[config.mk]
export PLATFORM = sky130hd
export DESIGN_NAME = fpio_host_xfer_flat
export DESIGN_NICKNAME = d
export VERILOG_FILES = /design/src/rtl/fpio_host_xfer_if.sv /design/src/rtl/fpio_host_xfer.sv /design/src/flat_wrapper.sv
export SDC_FILE = /design/constraint.sdc
export NUM_CORES = 1
export LEC_CHECK = 0
export CORE_UTILIZATION = 40
export DETAILED_ROUTE_END_ITERATION = 10
export GPL_TIMING_DRIVEN = 0
export HOLD_SLACK_MARGIN = 0.15
export PLACE_DENSITY = 0.77
export SLEW_MARGIN = 20
export SYNTH_ARGS = -nofsm -noshare
export SYNTH_HDL_FRONTEND = slang
export SYNTH_SLANG_ARGS = --single-unit
[constraint.sdc]
create_clock -name clk -period 2.7 [get_ports clk]
set_clock_uncertainty 0.2 [all_clocks]
set_input_delay 0.27 -clock clk [delete_from_list [all_inputs] [get_ports clk]]
set_output_delay 0.27 -clock clk [all_outputs]
set_load 0.02 [all_outputs]
[src/rtl/fpio_host_xfer_if.sv]
// Bus and byte-stream bundle between fpio_host_xfer (master) and the fpio
// register port plus local byte producer/consumer (slave).
interface fpio_host_xfer_if #(
  parameter int ADDR_WIDTH = 4
);
  logic [ADDR_WIDTH-1:0] addr;
  logic                  read_en;
  logic                  write_en;
  logic [31:0]           write_data;
  logic [31:0]           read_data;
  logic [7:0]            tx_data;
  logic                  tx_valid;
  logic                  tx_ready;
  logic [7:0]            rx_data;
  logic                  rx_valid;
  logic                  rx_ready;

  modport master (
    output addr, read_en, write_en, write_data, tx_ready, rx_data, rx_valid,
    input  read_data, tx_data, tx_valid, rx_ready
  );

  modport slave (
    input  addr, read_en, write_en, write_data, tx_ready, rx_data, rx_valid,
    output read_data, tx_data, tx_valid, rx_ready
  );
endinterface

[src/rtl/fpio_host_xfer.sv]
// Host-side bus initiator for the fpio register port: pushes a tx byte stream
// into the host-to-ext FIFO and drains the ext-to-host FIFO to an rx stream.
module fpio_host_xfer #(
  parameter int FIFO_BITS     = 8,
  parameter int ADDR_WIDTH    = 4,
  parameter int MAX_BURST     = 16,
  parameter int POLL_INTERVAL = 64,
  parameter int POP_SETTLE    = 2
) (
  input  logic              clk,
  input  logic              rst,
  fpio_host_xfer_if.master  bus,
  output logic              busy
);

  localparam int CW = FIFO_BITS + 1;
  localparam int GW = $clog2(POLL_INTERVAL + 1);
  localparam int SW = (POP_SETTLE > 1) ? $clog2(POP_SETTLE) : 1;
  localparam logic [CW-1:0] BURST       = CW'(MAX_BURST);
  localparam logic [GW-1:0] GAP_LAST    = GW'(POLL_INTERVAL - 1);
  localparam logic [SW-1:0] SETTLE_LAST = SW'((POP_SETTLE > 0) ? POP_SETTLE - 1 : 0);

  typedef enum logic [2:0] {
    S_IDLE, S_POLL_TX, S_PUSH, S_POLL_RX, S_READ_DATA, S_HOLD, S_POP, S_SETTLE
  } state_e;

  state_e          state_q, state_d;
  logic [GW-1:0]   gap_q, gap_d;
  logic [CW-1:0]   cnt_q, cnt_d;
  logic [SW-1:0]   settle_q, settle_d;
  logic            moved_q, moved_d;
  logic            last_tx_q, last_tx_d;
  logic [7:0]      rx_data_q, rx_data_d;
  logic            rx_valid_q, rx_valid_d;

  logic [ADDR_WIDTH-1:0] addr_c;
  logic                  read_en_c, write_en_c, tx_ready_c;
  logic [CW-1:0]         avail, clamped;
  logic                  unused_rd;

  assign avail     = bus.read_data[FIFO_BITS:0];
  assign clamped   = (avail > BURST) ? BURST : avail;
  assign unused_rd = ^bus.read_data[31:CW];

  always_ff @(posedge clk or posedge rst) begin
    if (rst) begin
      state_q    <= S_IDLE;
      gap_q      <= '0;
      cnt_q      <= '0;
      settle_q   <= '0;
      moved_q    <= 1'b0;
      last_tx_q  <= 1'b1;
      rx_data_q  <= '0;
      rx_valid_q <= 1'b0;
    end else begin
      state_q    <= state_d;
      gap_q      <= gap_d;
      cnt_q      <= cnt_d;
      settle_q   <= settle_d;
      moved_q    <= moved_d;
      last_tx_q  <= last_tx_d;
      rx_data_q  <= rx_data_d;
      rx_valid_q <= rx_valid_d;
    end
  end

  always_comb begin
    state_d    = state_q;
    gap_d      = gap_q;
    cnt_d      = cnt_q;
    settle_d   = settle_q;
    moved_d    = moved_q;
    last_tx_d  = last_tx_q;
    rx_data_d  = rx_data_q;
    rx_valid_d = rx_valid_q;
    addr_c     = '0;
    read_en_c  = 1'b0;
    write_en_c = 1'b0;
    tx_ready_c = 1'b0;
    unique case (state_q)
      // A productive round re-polls straight away; only an empty round waits
      // the full gap before the next poll.
      S_IDLE: begin
        if (moved_q || gap_q == GAP_LAST) begin
          gap_d   = '0;
          moved_d = 1'b0;
          if (bus.tx_valid && !last_tx_q) begin
            state_d   = S_POLL_TX;
            last_tx_d = 1'b1;
          end else begin
            state_d   = S_POLL_RX;
            last_tx_d = 1'b0;
          end
        end else begin
          gap_d = gap_q + 1'b1;
        end
      end
      S_POLL_TX: begin
        addr_c = ADDR_WIDTH'(1);
        cnt_d  = clamped;
        if (clamped == '0) begin
          state_d = S_IDLE;
        end else begin
          state_d = S_PUSH;
          moved_d = 1'b1;
        end
      end
      S_PUSH: begin
        if (bus.tx_valid) begin
          tx_ready_c = 1'b1;
          write_en_c = 1'b1;
          cnt_d      = cnt_q - 1'b1;
          if (cnt_q == CW'(1)) state_d = S_IDLE;
        end else begin
          state_d = S_IDLE;
        end
      end
      S_POLL_RX: begin
        addr_c = ADDR_WIDTH'(3);
        cnt_d  = clamped;
        if (clamped == '0) begin
          state_d = S_IDLE;
        end else begin
          state_d = S_READ_DATA;
          moved_d = 1'b1;
        end
      end
      S_READ_DATA: begin
        addr_c     = ADDR_WIDTH'(2);
        rx_data_d  = bus.read_data[7:0];
        rx_valid_d = 1'b1;
        state_d    = S_HOLD;
      end
      S_HOLD: begin
        if (bus.rx_ready) begin
          rx_valid_d = 1'b0;
          state_d    = S_POP;
        end
      end
      S_POP: begin
        read_en_c = 1'b1;
        cnt_d     = cnt_q - 1'b1;
        settle_d  = '0;
        if (POP_SETTLE == 0) begin
          state_d = (cnt_q > CW'(1)) ? S_READ_DATA : S_IDLE;
        end else begin
          state_d = S_SETTLE;
        end
      end
      S_SETTLE: begin
        if (settle_q == SETTLE_LAST) begin
          state_d = (cnt_q != '0) ? S_READ_DATA : S_IDLE;
        end else begin
          settle_d = settle_q + 1'b1;
        end
      end
      default: state_d = S_IDLE;
    endcase
  end

  assign bus.addr       = addr_c;
  assign bus.read_en    = read_en_c;
  assign bus.write_en   = write_en_c;
  assign bus.write_data = write_en_c ? {24'b0, bus.tx_data} : '0;
  assign bus.tx_ready   = tx_ready_c;
  assign bus.rx_data    = rx_data_q;
  assign bus.rx_valid   = rx_valid_q;
  assign busy           = (state_q != S_IDLE);

endmodule

[src/flat_wrapper.sv]
// flat-port wrapper written by rule: the top's interface ports become plain ports
module fpio_host_xfer_flat 
#(
  parameter int FIFO_BITS     = 8,
  parameter int ADDR_WIDTH    = 4,
  parameter int MAX_BURST     = 16,
  parameter int POLL_INTERVAL = 64,
  parameter int POP_SETTLE    = 2
)
  (clk, rst, busy, bus_addr, bus_read_en, bus_write_en, bus_write_data, bus_tx_ready, bus_rx_data, bus_rx_valid, bus_read_data, bus_tx_data, bus_tx_valid, bus_rx_ready);
  fpio_host_xfer_if #(.ADDR_WIDTH(ADDR_WIDTH)) bus_i ();
  input  logic clk;
  input  logic rst;
  output logic busy;
  output wire logic [$bits(bus_i.addr)-1:0] bus_addr;
  output wire logic [$bits(bus_i.read_en)-1:0] bus_read_en;
  output wire logic [$bits(bus_i.write_en)-1:0] bus_write_en;
  output wire logic [$bits(bus_i.write_data)-1:0] bus_write_data;
  output wire logic [$bits(bus_i.tx_ready)-1:0] bus_tx_ready;
  output wire logic [$bits(bus_i.rx_data)-1:0] bus_rx_data;
  output wire logic [$bits(bus_i.rx_valid)-1:0] bus_rx_valid;
  input wire logic [$bits(bus_i.read_data)-1:0] bus_read_data;
  input wire logic [$bits(bus_i.tx_data)-1:0] bus_tx_data;
  input wire logic [$bits(bus_i.tx_valid)-1:0] bus_tx_valid;
  input wire logic [$bits(bus_i.rx_ready)-1:0] bus_rx_ready;
  assign bus_addr = bus_i.addr;
  assign bus_read_en = bus_i.read_en;
  assign bus_write_en = bus_i.write_en;
  assign bus_write_data = bus_i.write_data;
  assign bus_tx_ready = bus_i.tx_ready;
  assign bus_rx_data = bus_i.rx_data;
  assign bus_rx_valid = bus_i.rx_valid;
  assign bus_i.read_data = bus_read_data;
  assign bus_i.tx_data = bus_tx_data;
  assign bus_i.tx_valid = bus_tx_valid;
  assign bus_i.rx_ready = bus_rx_ready;
  fpio_host_xfer #(.FIFO_BITS(FIFO_BITS), .ADDR_WIDTH(ADDR_WIDTH), .MAX_BURST(MAX_BURST), .POLL_INTERVAL(POLL_INTERVAL), .POP_SETTLE(POP_SETTLE)) u_core (.clk(clk), .rst(rst), .bus(bus_i), .busy(busy));
endmodule
==> results_dict.tcl, run 1 <==
set metrics [dict create \
    status "complete, no violations" \
    nets 314 \
    die-area_um2 4892 \
    tns_ns 0 \
    wl_per_cell_um 11.71 \
    grt_max_degree 32 \
    maxCapViolCount 0 \
    track_usage_pct 17.14 \
    syn_inst 194 \
    start_kind "flip-flop" \
    synthAdderAreaFrac_pct 2.710 \
    place_congestion 0.7776 \
    htree_num_levels 2 \
    io_buffer_count 43 \
    cts_inserted_buffers 5 \
    async_flop_share_pct 100.0 \
    path_delay_family "buffers and inverters" \
    grt_pass1_wl_mm 6.686 \
    postSynthAreaPerCell_um2 9.519 \
    cts_tree "done" \
    grt_pass1_vias 1479 \
    synth-compound-area-share_pct 14.91 \
    power_density_nw_per_um2 559.8 \
    clk_latency_ns 0.28 \
    dr.pass1.iters 4 \
    synth_edf_count 0 \
    muxShareOfSynthArea_pct 6.640 \
    arrival_ns 2.09 \
    cts.sinks 31 \
    r2r_slack_ns 0.53 \
    chipWidth_um 69.95 \
    yosysWarnings 0 \
    synthToLayoutAreaGrowth_pct 37.74 \
    antenna_found_initial 0 \
    dp_cells 314 \
    cp_slowest_cell "dfrtp_1" \
    power.leakage_uw 0.001203 \
    clockRootBuffer "clkbuf_8" \
    crit_type "reg2out" \
    critPathMaxStageDelay_ns 0.54 \
    yosys.area_share.simple_pct 18.02 \
    fin_crit_ns 2.557 \
    antenna_cells 0 \
    dp_hpwl_mm 2.841 \
    synth-xor-area-share_pct 1.423 \
    reg2reg_depth 5 \
    cp_max_fo 11 \
    wirelength_mm 3.735 \
    worst-path-stages 4 \
    reg2reg_from "u_core.gap_q[0]" \
    die_h_um 69.95 \
    cp-end-kind "output port" \
    num_rows 24 \
    synth_cell_type_count 46 \
    clk_pin_slew_worst_paths_ns 0.06 \
    cts_buffer_depth 2 \
    critPathBufInv 2 \
    fin_cells 319 \
    hp-class "in2async" \
    synth_flop_cell "dfrtp_1" \
    drive_gt1_share_pct 20.60 \
    route.detailed.drc 0 \
    io_pins 93 \
    tightest_slew_ns 0.7249 \
    synth.cell_area_um2 1847 \
    crit_end "bus_addr[1]" \
    synth-seq-cells 31 \
    period_share_pct 94.72 \
    synth_top_family_by_area "simple AND/OR/NAND/NOR gates" \
    start_util_pct 42.12 \
    viasPerCell 4.818 \
    fmax_mhz 391.0 \
    startpoint "u_core.state_q[2]" \
    core_um2 4384 \
    cp_cell_sequence "nand2b_1, clkinv_2, a21o_1, clkdlybuf4s50_1" \
    hold_buffers 0 \
    irDropWorstVdd_mv 0.3363 \
    vias 1537 \
    setup_viol 0 \
    crit_required_ns 2.23 \
    rr_endpoint "u_core.state_q[0]" \
    finalMaxSlewViolations 0 \
    drtIter0Drc 75 \
    ys_seq_area_share_pct 42.07 \
    grt-ovfl-total 0 \
    drtAntennaViolNets 0 \
    hold_violations 0 \
    relSlewSlack_pct 51.45 \
    rsz0062_at_grt "false" \
]
==> layout make-up <==
| cell class | instances | area [µm²] |
|---|---|---|
| Inverter | 8 | 31.28 |
| Buffer | 29 | 214.0 |
| Timing Repair Buffer | 44 | 437.9 |
| Clock buffer | 8 | 100.1 |
| Fill cell | 394 | 1841 |
| Multi-Input combinational cell | 147 | 917.1 |
| Tap cell | 52 | 65.06 |
| Sequential cell | 31 | 778.2 |
==> cells in the mapped netlist, types with 4 or more instances <==
cell type | n | area (µm²)
buf_4 | 28 | 210.2
mux2_2 | 10 | 112.6
inv_1 | 7 | 26.28
or3_1 | 4 | 25.02
ha_1 | 4 | 50.05
nor2_1 | 13 | 48.80
a31oi_1 | 5 | 31.28
clkbuf_1 | 5 | 18.77
a21oi_1 | 6 | 30.03
dfrtp_1 | 30 | 750.7
nand2_1 | 12 | 45.04
a21o_1 | 4 | 30.03
and2_1 | 8 | 50.05
o21ai_0 | 14 | 70.07
==> power breakdown <==
part / leakage [µW] / switching [µW] / internal (µW)
Sequential: 0.000406 / 94.2 / 555
Combinational: 0.000746 / 192 / 184
Clock: 0.0000515 / 167 / 232
==> stage by stage <==
step	total power (µW)	util (%)	setup WS (ns)	instance area [µm²]	hold WS (ns)
finish	1424	58.02	0.1427	2544	0.2088
global route	1524	58.02	0.01902	2544	0.2886
CTS	1430	57.96	0.002568	2541	0.2431
detailed placement	1031	55.57	0.06995	2436	0.2828
global placement	1011	55.57	0.07813	2436	0.2642
floorplan	913.3	-	0.6572	1941	0.1728
==> flip-flops by register name, indices dropped and copies added (netlist names) <==
name and flops:
u_core.cnt_q 9, u_core.moved_q 1, u_core.gap_q 7, u_core.bus.rx_valid 1, u_core.settle_q 1, u_core.state_q 3, u_core.last_tx_q 1, u_core.bus.rx_data 8
==> cell usage in the layout (no fill, tap or decap), types with 6 or more instances in the layout <==
cell type / netlist / layout
clkdlybuf4s50_1: 0 / 43
buf_4: 28 / 29
dfrtp_1: 30 / 29
conb_1: 1 / 26
o21ai_0: 14 / 14
nor2_1: 13 / 13
nand2_1: 12 / 12
mux2_2: 10 / 10
and2_1: 8 / 8
clkbuf_8: 0 / 7
a21oi_1: 6 / 6
inv_1: 7 / 6
==> worst min-delay path by stage <==
stage / slack [ns] / depth (start not counted) / to / start
3_3_place_gp: 0.26 / 1 / u_core.bus.rx_valid / u_core.bus.rx_valid
6_report: 0.21 / 2 / u_core.cnt_q[7] / rst
2_1_floorplan: 0.17 / 1 / u_core.bus.rx_data[0] / rst
5_1_grt: 0.29 / 2 / u_core.cnt_q[6] / rst
4_1_cts: 0.24 / 2 / u_core.state_q[0] / rst
3_5_place_dp: 0.28 / 1 / u_core.bus.rx_valid / u_core.bus.rx_valid
==> timing repair <==
| item | in CTS | in global routing |
|---|---|---|
| gates resized for setup | 3 | 2 |
| buffers inserted | 1 | 0 |
| setup endpoints to repair | 13 | 13 |
| pin swaps | 1 | 0 |
==> cells by family (layout without fill, tap and decap cells) <==
kind of cell,after synthesis,count (layout)
mux,11,11
simple gates,60,60
buf+inv,41,89
fa+ha+maj,4,4
compound gates,43,43
flops,31,31
other cells,1,26
xor+xnor,3,3
==> metal layers <==
layer | vias up | wire (µm) | track usage [%]
met3 | 5 | 282 | 6.494
met1 | 707 | 1673 | 22.29
met2 | 53 | 1737 | 27.03
li1 | 772 | - | -
met5 | - | 0 | 0
met4 | 0 | 42 | 4.000
Power figures use the tool's default switching activity.
==> run 2, diff against run 1 <==
--- a/config.mk
+++ b/config.mk
@@ -5,6 +5,7 @@
 export SDC_FILE = /design/constraint.sdc
 export NUM_CORES = 1
 export LEC_CHECK = 0
+export CORE_MARGIN = 3
 export CORE_UTILIZATION = 40
 export DETAILED_ROUTE_END_ITERATION = 10
 export GPL_TIMING_DRIVEN = 0
==> results_dict.tcl, run 2 (synthesized netlist as in run 1, its figures left out) <==
set metrics [dict create \
    clk_pin_slew_worst_paths_ns 0.06 \
    startpoint "u_core.state_q[1]" \
    cp_max_fo 13 \
    largest_reg_flops 9 \
    status "complete, no violations" \
    rr_endpoint "u_core.state_q[0]" \
    grt-ovfl-total 0 \
    dr.pass1.iters 4 \
    io_pins 93 \
    placed_area_um2 2436 \
    final_common_cell "clkdlybuf4s50_1" \
    crit_end "busy" \
    viasPerCell 4.749 \
    fin_crit_ns 2.549 \
    htree_num_levels 2 \
    maxCapViolCount 0 \
    grt_max_degree 32 \
    nets 314 \
    crit_required_ns 2.23 \
    route.detailed.drc 0 \
    place_congestion 0.7794 \
    largest_register "u_core.cnt_q" \
    irDropWorstVdd_mv 0.2686 \
    hold_violations 0 \
    final_cell_mix "43 x clkdlybuf4s50_1, 29 x buf_4, 29 x dfrtp_1" \
    core_um2 4414 \
    start_util_pct 41.84 \
    pre_cts_slack_ns 0.02356 \
    chipWidth_um 73.95 \
    drive_gt1_share_pct 20.22 \
    power.leakage_uw 0.001202 \
    cp-end-kind "output port" \
    fmax_mhz 392.2 \
    hp-class "in2async" \
    drtIter0Drc 75 \
    die-area_um2 5468 \
    crit_type "reg2out" \
    synthToLayoutAreaGrowth_pct 37.47 \
    wirelength_mm 3.800 \
    drtAntennaViolNets 0 \
    antenna_found_initial 0 \
    fill_cells 405 \
    wl_per_cell_um 11.91 \
    tightest_slew_ns 0.7429 \
    relSlewSlack_pct 50.24 \
    power_density_nw_per_um2 558.5 \
    worst_slack_ns 0.1505 \
    cts_tree "done" \
    grt_pass1_wl_mm 5.878 \
    clk_latency_ns 0.28 \
    die_h_um 73.95 \
    period_share_pct 94.42 \
    reg2reg_depth 5 \
    grt_pass1_vias 1281 \
    cts_inserted_buffers 5 \
    dp_hpwl_mm 2.865 \
    io_buffer_count 43 \
    cts_buffer_depth 2 \
    finalMaxSlewViolations 0 \
    antenna_cells 0 \
    setup_viol 0 \
    rsz0062_at_grt "false" \
    reg2reg_from "u_core.gap_q[0]" \
    track_usage_pct 14.06 \
    vias 1515 \
    hold_buffers 0 \
    cts.sinks 31 \
    design_area_um2 2539 \
    clockRootBuffer "clkbuf_8" \
    r2r_slack_ns 0.50 \
    num_rows 24 \
    arrival_ns 2.08 \
    tns_ns 0 \
    start_kind "flip-flop" \
]
==> run 2: layout make-up <==
class                           count  area [µm²]  share of cell area [%]
Multi-Input combinational cell    147       912.1                   35.93
Timing Repair Buffer               44       437.9                   17.25
Inverter                            8       31.28                   1.232
Tap cell                           52       65.06                   2.563
Clock buffer                        8       100.1                   3.943
Sequential cell                    31       778.2                   30.66
Buffer                             29       214.0                   8.428
==> run 2: worst min-delay path by stage <==
stage,startpoint,endpoint,slack (ns),cells past startpoint
floorplan,rst,u_core.bus.rx_data[0],0.17,1
CTS,rst,u_core.gap_q[2],0.21,2
detailed placement,u_core.bus.rx_valid,u_core.bus.rx_valid,0.27,1
finish,rst,u_core.gap_q[2],0.19,2
global route,rst,u_core.gap_q[2],0.26,2
global placement,u_core.bus.rx_valid,u_core.bus.rx_valid,0.27,1
==> run 2: stage by stage <==
step	util [%]	cells	hold WS, ns	total power (µW)
after global placement	55.19	314	0.2693	1009
after floorplan	-	219	0.1728	913.3
after detailed placement	55.19	314	0.2696	1027
after global routing	57.51	319	0.2556	1516
after CTS	57.60	320	0.2134	1433
final	57.51	319	0.1936	1418
==> run 2: critical path: stages (launching register included) <==
cell and delay [ns]:
dfrtp_2 0.49, nor3_1 0.40, inv_1 0.29, clkdlybuf4s50_1 0.61
==> run 2: timing repair <==
action | in CTS | in global routing
buffers inserted | 1 | 0
pin swaps | 1 | 0
setup endpoints to repair | 13 | 12
resized for setup | 4 | 0
==> run 2: where the power goes <==
group          internal [µW]  switching [µW]
combinational            183             185
sequential               555            96.2
clock                    232             166
total                    970             448
==> run 2: routing by layer <==
| metal | vias up | global-route usage, % | wire [µm] |
|---|---|---|---|
| li1 | 774 | - | - |
| met1 | 675 | 18.89 | 1649 |
| met2 | 61 | 19.39 | 1744 |
| met3 | 5 | 5.811 | 356 |
| met4 | 0 | 7.042 | 50 |
| met5 | - | 0 | 0 |
